[config.mk]
export PLATFORM = sky130hd
export DESIGN_NAME = vdp_register_arbiter
export DESIGN_NICKNAME = d
export VERILOG_FILES = /design/src/rtl/vdp_arb_pkg.sv /design/src/rtl/vdp_arb_fifo.sv /design/src/rtl/vdp_register_arbiter.sv
export SDC_FILE = /design/constraint.sdc
export NUM_CORES = 1
export LEC_CHECK = 0
export ABC_AREA = 1
export CORE_ASPECT_RATIO = 1.5
export CORE_MARGIN = 8
export CORE_UTILIZATION = 25
export DETAILED_ROUTE_END_ITERATION = 10
export GPL_TIMING_DRIVEN = 0
export PLACE_DENSITY = 0.53
export SLEW_MARGIN = 40
export SYNTH_ARGS = -nofsm -noshare
export SYNTH_HDL_FRONTEND = slang
export SYNTH_HIERARCHICAL = 1
export SYNTH_SLANG_ARGS = --single-unit
[constraint.sdc]
create_clock -name clk -period 2.26 [get_ports clk]
set_input_delay 0.452 -clock clk [delete_from_list [all_inputs] [get_ports clk]]
set_output_delay 0.452 -clock clk [all_outputs]
set_load 0.01 [all_outputs]
[src/rtl/vdp_arb_pkg.sv]
// Shared types for the VDP register-port arbiter: grant encoding, lock states
// and the write record carried through the CPU buffer.
package vdp_arb_pkg;

  localparam int VDP_ADDR_W = 6;
  localparam int VDP_DATA_W = 16;

  typedef enum logic {
    GRANT_CPU    = 1'b0,
    GRANT_COPPER = 1'b1
  } grant_t;

  typedef enum logic {
    LOCK_IDLE = 1'b0,
    LOCK_HELD = 1'b1
  } lock_state_t;

  typedef struct packed {
    logic [VDP_ADDR_W-1:0] address;
    logic [VDP_DATA_W-1:0] data;
  } wr_rec_t;

  function automatic grant_t other_grant(input grant_t g);
    return (g == GRANT_CPU) ? GRANT_COPPER : GRANT_CPU;
  endfunction

endpackage

[src/rtl/vdp_arb_fifo.sv]
// Synchronous FIFO for buffered CPU writes; full/empty are registered from the
// next-state occupancy so they carry no combinational path from push/pop.
module vdp_arb_fifo
  import vdp_arb_pkg::*;
#(
  parameter int DEPTH = 2,
  parameter int WIDTH = VDP_ADDR_W + VDP_DATA_W
) (
  input  logic             clk,
  input  logic             reset,
  input  logic             push,
  input  logic             pop,
  input  logic [WIDTH-1:0] wr_data,
  output logic [WIDTH-1:0] rd_data,
  output logic             full,
  output logic             empty
);

  localparam int PTR_W = $clog2(DEPTH);
  localparam int CNT_W = PTR_W + 1;
  localparam logic [CNT_W-1:0] FULL_CNT = CNT_W'(DEPTH);

  logic [WIDTH-1:0] mem [DEPTH];
  logic [PTR_W-1:0] wr_ptr;
  logic [PTR_W-1:0] rd_ptr;
  logic [CNT_W-1:0] count;
  logic [CNT_W-1:0] count_next;
  logic             do_push;
  logic             do_pop;

  // A push while full is refused even if a pop happens in the same cycle.
  assign do_push = push && !full;
  assign do_pop  = pop && !empty;

  always_comb begin
    count_next = count;
    if (do_push && !do_pop) begin
      count_next = count + 1'b1;
    end else if (do_pop && !do_push) begin
      count_next = count - 1'b1;
    end
  end

  always_ff @(posedge clk) begin
    if (reset) begin
      wr_ptr <= '0;
      rd_ptr <= '0;
      count  <= '0;
      full   <= 1'b0;
      empty  <= 1'b1;
    end else begin
      if (do_push) wr_ptr <= wr_ptr + 1'b1;
      if (do_pop)  rd_ptr <= rd_ptr + 1'b1;
      count <= count_next;
      full  <= (count_next == FULL_CNT);
      empty <= (count_next == '0);
    end
  end

  always_ff @(posedge clk) begin
    if (do_push) mem[wr_ptr] <= wr_data;
  end

  assign rd_data = mem[rd_ptr];

endmodule

[src/rtl/vdp_register_arbiter.sv]
// Arbitrates the single VDP register write port between buffered CPU writes and
// the copper handshake, with round-robin fairness and a copper burst lock.
module vdp_register_arbiter
  import vdp_arb_pkg::*;
#(
  parameter int CPU_FIFO_DEPTH = 2,
  parameter int ADDR_WIDTH     = VDP_ADDR_W,
  parameter int DATA_WIDTH     = VDP_DATA_W
) (
  input  logic                  clk,
  input  logic                  reset,
  input  logic                  cpu_write_en,
  input  logic [ADDR_WIDTH-1:0] cpu_address,
  input  logic [DATA_WIDTH-1:0] cpu_data,
  output logic                  cpu_busy,
  input  logic                  copper_valid,
  input  logic [ADDR_WIDTH-1:0] copper_address,
  input  logic [DATA_WIDTH-1:0] copper_data,
  input  logic                  copper_lock,
  output logic                  copper_ready,
  output logic                  overflow,
  input  logic                  overflow_clear,
  output logic                  write_en_out,
  output logic [ADDR_WIDTH-1:0] address_out,
  output logic [DATA_WIDTH-1:0] data_out
);

  typedef struct packed {
    logic [ADDR_WIDTH-1:0] address;
    logic [DATA_WIDTH-1:0] data;
  } rec_t;

  localparam int REC_W = ADDR_WIDTH + DATA_WIDTH;

  rec_t        cpu_rec_in;
  rec_t        cpu_head;
  rec_t        cop_rec;
  rec_t        grant_rec_p0;
  logic        fifo_full;
  logic        fifo_empty;
  logic        fifo_pop;
  logic        req_cpu;
  logic        req_cop;
  logic        grant_vld_p0;
  grant_t      grant_sel_p0;
  grant_t      last_grant;
  lock_state_t lock_state;
  lock_state_t lock_state_next;
  logic        lock_active;
  logic        cop_xfer;

  assign cpu_rec_in = '{address: cpu_address, data: cpu_data};
  assign cop_rec    = '{address: copper_address, data: copper_data};

  vdp_arb_fifo #(
    .DEPTH (CPU_FIFO_DEPTH),
    .WIDTH (REC_W)
  ) u_cpu_fifo (
    .clk     (clk),
    .reset   (reset),
    .push    (cpu_write_en),
    .pop     (fifo_pop),
    .wr_data (cpu_rec_in),
    .rd_data (cpu_head),
    .full    (fifo_full),
    .empty   (fifo_empty)
  );

  assign cpu_busy    = fifo_full;
  assign req_cpu     = !fifo_empty;
  assign req_cop     = copper_valid;
  assign lock_active = (lock_state == LOCK_HELD);

  // Stage p0: grant decision from current requests and arbiter state
  always_comb begin
    grant_vld_p0 = req_cpu || req_cop;
    grant_sel_p0 = GRANT_CPU;
    if (req_cpu && req_cop) begin
      if (copper_lock && lock_active) begin
        grant_sel_p0 = GRANT_COPPER;
      end else begin
        grant_sel_p0 = other_grant(last_grant);
      end
    end else if (req_cop) begin
      grant_sel_p0 = GRANT_COPPER;
    end
    grant_rec_p0 = (grant_sel_p0 == GRANT_COPPER) ? cop_rec : cpu_head;
  end

  assign copper_ready = !reset && req_cop && (grant_sel_p0 == GRANT_COPPER);
  assign cop_xfer     = copper_ready;
  assign fifo_pop     = req_cpu && (grant_sel_p0 == GRANT_CPU);

  // The lock only takes effect after the copper has won once with lock high,
  // so a locked burst cannot pre-empt a CPU write that was already due.
  always_comb begin
    lock_state_next = lock_state;
    case (lock_state)
      LOCK_IDLE: if (cop_xfer && copper_lock) lock_state_next = LOCK_HELD;
      LOCK_HELD: if (!copper_valid || !copper_lock) lock_state_next = LOCK_IDLE;
      default:   lock_state_next = LOCK_IDLE;
    endcase
  end

  always_ff @(posedge clk) begin
    if (reset) begin
      lock_state <= LOCK_IDLE;
      last_grant <= GRANT_COPPER;
    end else begin
      lock_state <= lock_state_next;
      if (grant_vld_p0) last_grant <= grant_sel_p0;
    end
  end

  // Setting wins over a same-cycle clear so a drop is never hidden.
  always_ff @(posedge clk) begin
    if (reset) begin
      overflow <= 1'b0;
    end else if (cpu_write_en && fifo_full) begin
      overflow <= 1'b1;
    end else if (overflow_clear) begin
      overflow <= 1'b0;
    end
  end

  // Stage p1: registered write toward the register file
  always_ff @(posedge clk) begin
    if (reset) begin
      write_en_out <= 1'b0;
      address_out  <= '0;
      data_out     <= '0;
    end else begin
      write_en_out <= grant_vld_p0;
      if (grant_vld_p0) begin
        address_out <= grant_rec_p0.address;
        data_out    <= grant_rec_p0.data;
      end
    end
  end

endmodule

==> impl_metrics.env <==
export IMPL_final_cells=582
export IMPL_hold_viol=0
export IMPL_grt_pass1_wl_mm=13.21
export IMPL_grt_use_total_pct=10.25
export IMPL_dieArea_um2=17280
export IMPL_rsz0062_at_grt="no"
export IMPL_place_detailed_instances=566
export IMPL_pin_count=76
export IMPL_ys_seq_area_share_pct=59.77
export IMPL_syn_nets=381
export IMPL_netlist_area_um2=3316
export IMPL_routabilityCongestion=0.6952
export IMPL_setup_viol=0
export IMPL_fin_skew_ns=0.005834
export IMPL_ys_ff_latch=77
export IMPL_synth_warning_count=6
export IMPL_setup_worst_path_end_class="output port"
export IMPL_outcome="finished, final reports clean"
export IMPL_path_clk_slew_ns=0.05
export IMPL_clock_fmax_mhz=472.9
export IMPL_whs_ns=0.4465
export IMPL_ant_nets=0
export IMPL_nets=468
export IMPL_cp_data_required_time_ns=1.81
export IMPL_slew_headroom_pct=59.25
export IMPL_critical_path_max_fanout=6
export IMPL_crit_type="in -> out"
export IMPL_wl_mm=8.404
export IMPL_numCtsBuffers=9
export IMPL_h_tree_depth=3
export IMPL_drt_pass1_iter_count=4
export IMPL_areaGrowthSynthToFinish_pct=37.89
export IMPL_cp_start_kind="primary input"
export IMPL_cts_root_buf="clkbuf_16"
export IMPL_p_leak_uw=0.001927
export IMPL_core_um2=12950
export IMPL_hp_class="reg -> reg"
export IMPL_ir_drop_mv=0.2940
export IMPL_grt_pass1_vias=2551
export IMPL_start_util_pct=25.60
export IMPL_finalCriticalPeriod_ns=2.115
export IMPL_wl_per_cell_um=14.44
export IMPL_vias=2476
export IMPL_clkLatencyLatePin_ns=0.33
export IMPL_grt_max_degree=14
export IMPL_drive_gt1_share_pct=15.60
export IMPL_netlist_instances=331
export IMPL_die_h_um=157.0
export IMPL_antenna_found_initial=0
export IMPL_finish_utilization_pct=35.29
export IMPL_maxCapViolations=0
export IMPL_grt_overflow=0
export IMPL_cts_tree="built"
export IMPL_die_w_um=110.0
export IMPL_clock_sinks=77
export IMPL_powerDensity_nw_per_um2=802.6
export IMPL_diodes=0
export IMPL_remaining_drc_errors=0
export IMPL_cts_buffer_depth=2
export IMPL_io_buffers=74
export IMPL_fill_cells=1318
export IMPL_rows=51
export IMPL_worst_slew_pin_slew_ns=0.6113
export IMPL_drv_slew=0
export IMPL_synth_cell_types=21
export IMPL_drt_iter0_markers=85
export IMPL_syn_avg_cell_area_um2=10.02
export IMPL_cts_hold_buf=0
export IMPL_fin_crit_sh_pct=93.57
export IMPL_arrival_ns=1.66
export IMPL_dp_final_hpwl_mm=6.262
export IMPL_avgViaCountPerCell=4.254
==> cell usage in the layout, fill, tap and decap left out, types with 3 or more instances in the layout <==
master / count
buf_2: 6
mux2_2: 22
clkbuf_1: 3
a21oi_1: 3
nor2_2: 3
nor2_4: 4
nor2_1: 8
clkbuf_16: 9
dfxtp_1: 33
inv_1: 53
buf_4: 6
edfxtp_1: 44
nand3_1: 72
buf_6: 3
nand2_2: 3
nand2_1: 63
clkdlybuf4s50_1: 72
==> sequential cells by signal, indices dropped and copies added, names as in the netlist, named ones only <==
register           flops
u_cpu_fifo/mem        44
data_out              16
address_out            6
u_cpu_fifo/count       2
last_grant             1
lock_active            1
overflow               1
u_cpu_fifo/empty       1
u_cpu_fifo/full        1
u_cpu_fifo/rd_ptr      1
u_cpu_fifo/wr_ptr      1
write_en_out           1
==> cells by family (layout without fill, tap and decap cells) <==
| logic type | count (synthesis) | in the layout | synth area share, % |
|---|---|---|---|
| and+or+nand+nor | 159 | 159 | 22.64 |
| DFF | 77 | 77 | 59.77 |
| muxes | 22 | 22 | 7.472 |
| AOI/OAI and AO/OA | 3 | 3 | 0.4527 |
| xor gates and xnor gates | 1 | 1 | 0.2642 |
| buffers and inverters | 69 | 161 | 9.396 |
==> cells in the mapped netlist, drive strengths merged <==
library cell  count  area (um2)
a21oi             3       15.01
buf              15       108.9
dfxtp            33       660.6
edfxtp           44        1321
inv              54       202.7
mux2             22       247.7
nand2            66       255.3
nand3            74       380.4
nand3b            1       7.510
nor2             15       78.83
nor3              2       21.27
nor3b             1       7.510
xor2              1       8.760
==> layer usage <==
layer	up-vias	routed length (um)	GRT usage (%)
met4	0	152	4.522
met3	10	536	3.193
met2	66	4365	17.87
li1	1258	-	-
met5	-	0	0
met1	1142	3350	10.93
==> final timing paths <==
path / from / end / slack [ns] / cells after the start
setup reg to reg: u_cpu_fifo/empty / u_cpu_fifo/full / 0.37 / 11
hold reg to reg: address_out[5] / address_out[5] / 0.45 / 2
setup / recovery: copper_lock / copper_ready / 0.15 / 6
hold / removal: address_out[5] / address_out[5] / 0.45 / 2
==> critical path, cell delays in order <==
cell	delay, ns
clkdlybuf4s50_1	0.52
nand2_1	0.08
nand3_2	0.13
nand2_1	0.12
nor2_1	0.09
dlygate4sd2_1	0.28
==> stage by stage <==
step           total power, uW  setup WS (ns)  cell area (um2)  setup TNS (ns)
6_report                  3670         0.1452             4572               0
2_1_floorplan             2054         0.3246             3316               0
3_5_place_dp              2390        -0.1805             4300         -0.5337
3_3_place_gp              2363        -0.9452             4255          -41.79
4_1_cts                   3727         0.1198             4572               0
5_1_grt                   3855        0.02564             4572               0
==> cell type report <==
cell class	count	area [um2]	share of cell area, %
Sequential cell	77	1982	43.35
Multi-Input combinational cell	185	1037	22.69
Timing Repair Buffer	76	768.2	16.80
Clock buffer	14	264.0	5.774
Inverter	54	202.7	4.433
Tap cell	159	198.9	4.351
Buffer	15	108.9	2.381
Clock inverter	2	10.01	0.2189
==> where the power goes <==
group | internal, uW | switching [uW] | total (uW)
Combinational | 335 | 339 | 673
Clock | 801 | 520 | 1320
Sequential | 1620 | 56.6 | 1680
Total | 2750 | 916 | 3670
==> repair_timing <==
item	in CTS	in global routing
setup endpoints to repair	1	0
hold endpoints to repair	0	0
buffers inserted	0	0
resized for setup	2	0
Note: power is estimated with default switching activity, not from simulation.
